[src/rtl/rr_req_encoder8_pkg.sv]
// Shared constants and state encoding for the 8-line round-robin request encoder.
package rr_req_encoder8_pkg;

  localparam int N  = 8;
  localparam int IW = 3;

  typedef enum logic {
    IDLE  = 1'b0,
    GRANT = 1'b1
  } state_e;

endpackage

[src/rtl/rr_req_encoder8_pick8.sv]
// Combinational round-robin picker: first set request at or after Ptr, wrapping modulo 8.
module rr_pick8
  import rr_req_encoder8_pkg::*;
(
  input  logic [N-1:0]  Req,
  input  logic [IW-1:0] Ptr,
  output logic [IW-1:0] Idx,
  output logic          Any
);

  logic [N-1:0]  rot;
  logic [IW-1:0] off;

  always_comb begin
    // Rotating right by Ptr makes bit Ptr the highest-priority position (bit 0).
    rot = N'({Req, Req} >> Ptr);
    off = '0;
    for (int i = N - 1; i >= 0; i--) begin
      if (rot[i]) off = IW'(i);
    end
    Idx = off + Ptr;
    Any = |Req;
  end

endmodule

[src/rtl/rr_req_encoder8.sv]
// Registered 8-to-3 round-robin request encoder with grant/done handshake.
//   state | meaning
//   IDLE  | no owner; grant issued on the next edge when En=1 and Req!=0
//   GRANT | W/Grant/Valid frozen until the owner pulses Done
module rr_req_encoder8
  import rr_req_encoder8_pkg::*;
(
  input  logic          Clock,
  input  logic          Resetn,
  input  logic [N-1:0]  Req,
  input  logic          En,
  input  logic          Done,
  output logic [IW-1:0] W,
  output logic [N-1:0]  Grant,
  output logic          Valid
);

  state_e        state_q, state_d;
  logic [IW-1:0] ptr_q, ptr_d;
  logic [IW-1:0] w_q, w_d;
  logic [N-1:0]  grant_q, grant_d;
  logic          valid_q, valid_d;

  logic [IW-1:0] pick_idx;
  logic          pick_any;

  rr_pick8 u_pick (
    .Req (Req),
    .Ptr (ptr_q),
    .Idx (pick_idx),
    .Any (pick_any)
  );

  always_ff @(posedge Clock or negedge Resetn) begin
    if (!Resetn) begin
      state_q <= IDLE;
      ptr_q   <= '0;
      w_q     <= '0;
      grant_q <= '0;
      valid_q <= 1'b0;
    end else begin
      state_q <= state_d;
      ptr_q   <= ptr_d;
      w_q     <= w_d;
      grant_q <= grant_d;
      valid_q <= valid_d;
    end
  end

  always_comb begin
    state_d = state_q;
    ptr_d   = ptr_q;
    w_d     = w_q;
    grant_d = grant_q;
    valid_d = valid_q;
    case (state_q)
      IDLE: begin
        if (En && pick_any) begin
          w_d     = pick_idx;
          grant_d = N'(1) << pick_idx;
          valid_d = 1'b1;
          state_d = GRANT;
        end
      end
      GRANT: begin
        // Release only; re-arbitration waits for a cycle in IDLE.
        if (Done) begin
          valid_d = 1'b0;
          grant_d = '0;
          ptr_d   = w_q + IW'(1);
          state_d = IDLE;
        end
      end
      default: state_d = IDLE;
    endcase
  end

  assign W     = w_q;
  assign Grant = grant_q;
  assign Valid = valid_q;

endmodule

[config.mk]
export PLATFORM = sky130hd
export DESIGN_NAME = rr_req_encoder8
export DESIGN_NICKNAME = d
export VERILOG_FILES = /design/src/rtl/rr_req_encoder8_pkg.sv /design/src/rtl/rr_req_encoder8_pick8.sv /design/src/rtl/rr_req_encoder8.sv
export SDC_FILE = /design/constraint.sdc
export NUM_CORES = 1
export LEC_CHECK = 0
export CORE_UTILIZATION = 40
export DETAILED_ROUTE_END_ITERATION = 7
export PLACE_DENSITY_LB_ADDON = 0.2
export SLEW_MARGIN = 20
export SYNTH_ARGS = -nofsm -noshare
export SYNTH_HDL_FRONTEND = slang
export SYNTH_HIERARCHICAL = 1
export SYNTH_SLANG_ARGS = --single-unit
export TNS_END_PERCENT = 50
[constraint.sdc]
create_clock -name Clock -period 7.1 [get_ports Clock]
set_input_delay 0.71 -clock Clock [delete_from_list [all_inputs] [get_ports Clock]]
set_output_delay 0.71 -clock Clock [all_outputs]
set_load 0.005 [all_outputs]
==> run_results.csv <==
group,metric,value,unit
setup_path,crit_start,"Req[7]",
clock_network,tritoncts,"done",
grt,grt_max_degree,17,
sta,tightestPinTransition,0.703,ns
logic_synthesis,synth_edf_count,0,
job,cap_violations,0,
clock_network,cts_hold_buf,0,
layout,nets,145,
logic_synthesis,yosysMostFrequentCell,"dfrtp_1",
grt,grtUsageTotal,16.8,%
logic_synthesis,synth-main-ff-cell,"dfrtp_1",
floorplanning,die_h,59.5,um
logic_synthesis,synthTopCellsByCount,"dfrtp_1, mux2i_1, inv_1, mux2_2, mux4_1",
setup_path,path_cells,"clkdlybuf4s50_1, mux4_1, mux2i_1, o311ai_0, a21bo_2, a31oi_1, ha_1, inv_1, fa_1, xnor2_1, xnor2_1, nor3_1, mux2_4",
setup_path,crit_type,"in2reg",
hold_path,min_path_type,"reg2reg",
grt,antenna_found_initial,0,
setup_path,end_kind,"flop",
route,wl_per_cell,14.9,um
grt,use_met2,26.0,%
setup_path,cpPeakStageDelay,0.58,ns
power_and_ir_drop,leakagePower,0.695,nW
logic_synthesis,synth_top_cell_by_area,"dfrtp_1",
setup_path,cpMaxStageDelayCell,"mux4_1",
placement,io_buffers,23,
route,route.vias.total,968,
run_status,outcome,"finished clean",
setup_path,regToRegSetupSlack,3.04,ns
floorplanning,dieArea,0.00354,mm2
hold_path,whs_path_depth,1,
clock_network,clk_path_buf_depth,2,
logic_synthesis,syn_area,0.00132,mm2
clock_network,clock_sinks,16,
sta,max_freq,0.235,GHz
setup_path,cp.arrival,4.43,ns
logic_synthesis,ys_top_cells_by_area,"dfrtp_1, mux4_1, mux2i_1",
logic_synthesis,synthCells,111,
grt,grt.met1_usage,24.0,%
grt,grt_pass1_wl,4390,um
layout,final_cell_count_no_fill,173,
power_and_ir_drop,peakVddDrop,205,uV
sta,period_share,59.9,%
floorplanning,die_w,59.5,um
logic_synthesis,syn_avg_cell_area,11.9,um2
clock_network,cts.reportedPaths.clkPinSlew,0.10,ns
clock_network,clock_latency,0.28,ns
logic_synthesis,ys_ff_latch,16,
logic_synthesis,async_flop_share,100,%
logic_synthesis,yosys_warnings,6,
grt,gr-usage-met3,2.84,%
sta,slew_headroom,53.0,%
logic_synthesis,synthesis.nets,126,
route,drtAntennaViolNets,0,
placement,dp.cells,169,
clock_network,root_buffer,"clkbuf_4",
setup_path,r2r_cells,12,
sta,finalSetupViolations,0,
setup_path,path_delay_family,"multiplexers",
grt,grt_pass1_vias,926,
setup_path,cp_max_fo,9,
sta,period_needed,4.26,ns
grt,grt.overflow.total,0,
logic_synthesis,synth_cell_type_count,34,
layout,antennaDiodeCount,0,
clock_network,cts-htree-levels,1,
setup_path,reg2reg_to,"Grant[0]",
route,routed_wl,2580,um
layout,utilization,51.0,%
logic_synthesis,yosysTopAreaCellShare,30.3,%
setup_path,crit_path_frequent_cell,"xnor2_1",
floorplanning,initial_utilization,42.6,%
route,drc_errors,0,
layout,final_area,0.00158,mm2
logic_synthesis,ys_seq_area_share,30.3,%
placement,gp_congestion,0.831,
sta,finClkSkew,0.00703,ns
grt,grt_busiest_layer,"met2",
setup_path,path_buf_inv,2,
layout,drive_gt1_share,19.4,%
setup_path,regToRegStartpoint,"ptr_q[0]",
sta,drv_slew,0,
floorplanning,num_rows,20,
placement,dpl-instance-area,0.00155,mm2
sta,grt_setup_unrepaired,"no",
sta,tns,0,ns
placement,hpwl,1930,um
floorplanning,core,0.00310,mm2
route,first_iter_violations,48,
hold_path,min_delay_worst_endpoint,"ptr_q[0]",
power_and_ir_drop,powerDensity,455,mW/mm2
setup_path,setup.worst_path.start_class,"primary input",
floorplanning,num_io_pins,24,
route,firstDrtPassIters,5,
layout,area_growth,19.8,%
clock_network,cts_setup_buffers,0,
setup_path,crit_required,7.28,ns
clock_network,cts_resized,0,
sta,hold_viol,0,
clock_network,numCtsBuffers,3,
route,via_per_inst,5.60,
hold_path,hp-start,"W[0]",
[sequential cells by signal, indices dropped and copies added, names as in the netlist]
register  cells
ptr_q         3
W             3
Grant         8
state_q       1
Valid         1
[placed cells by master (no fill, tap or decap)]
cell type	n
mux2_4	5
clkbuf_4	3
mux2_2	8
clkbuf_8	1
o2111ai_1	1
a21bo_2	5
mux2i_1	10
nor2_1	1
nand2_2	1
nand3b_4	1
o21ai_0	2
a211oi_2	1
a211o_1	1
nand3b_1	3
xnor2_1	2
ha_1	2
o21a_1	1
nand3_1	1
nor4_1	2
o311ai_0	1
dfrtp_1	16
nand2_1	5
inv_1	8
and2_1	1
fa_1	1
nor3b_1	4
a21boi_0	5
xor2_1	1
nor3_1	2
a31oi_1	1
mux4_1	7
o211ai_1	2
o211a_1	1
clkdlybuf4s50_1	23
[metal layers]
layer | vias up | part of all wire (%)
met5 | - | 0
met4 | 0 | 0.81
met3 | 4 | 2.7
met2 | 21 | 48
met1 | 479 | 48
li1 | 464 | -
[where the power goes]
part	switching, mW	total (mW)	leakage [nW]	internal, mW
clock	0.0289	0.0600	0.0210	0.0312
combinational	0.222	0.484	0.471	0.262
sequential	0.0521	0.176	0.203	0.124
total	0.303	0.720	0.695	0.416
[cell families after synthesis]
logic type | Yosys count | synth area share, %
muxes | 30 | 34.0
DFF | 16 | 30.3
and+or+nand+nor | 21 | 10.2
xor gates and xnor gates | 3 | 1.99
adders and majority gates | 3 | 3.41
buffers and inverters | 17 | 6.82
AOI/OAI and AO/OA | 21 | 13.3
[worst max-delay path by stage]
| stage | slack, ns | depth (start not counted) | end |
|---|---|---|---|
| 2_1_floorplan | 3.68 | 13 | Grant[4] |
| 3_3_place_gp | 2.76 | 13 | Grant[0] |
| 3_5_place_dp | 2.59 | 13 | Grant[0] |
| 4_1_cts | 2.88 | 13 | Grant[0] |
| 5_1_grt | 2.58 | 13 | Grant[4] |
| 6_report | 2.84 | 13 | Grant[0] |
[per-stage QoR]
step | hold WS, ns | power [mW] | worst slack (ns)
global placement | 0.504 | 0.646 | 2.76
finish | 0.513 | 0.720 | 2.84
floorplan | 0.414 | 0.566 | 3.68
global route | 0.556 | 0.793 | 2.58
detailed placement | 0.505 | 0.661 | 2.59
CTS | 0.522 | 0.725 | 2.88
[cell type report]
class / instances / area [um2]
inverter: 8 / 30.0
tap: 44 / 55.1
sequential: 16 / 400
clock buffer: 4 / 36.3
timing repair buffer: 23 / 230
fill: 301 / 1520
multi-input combinational: 78 / 831
No activity file was read; power rests on OpenSTA's default activity.
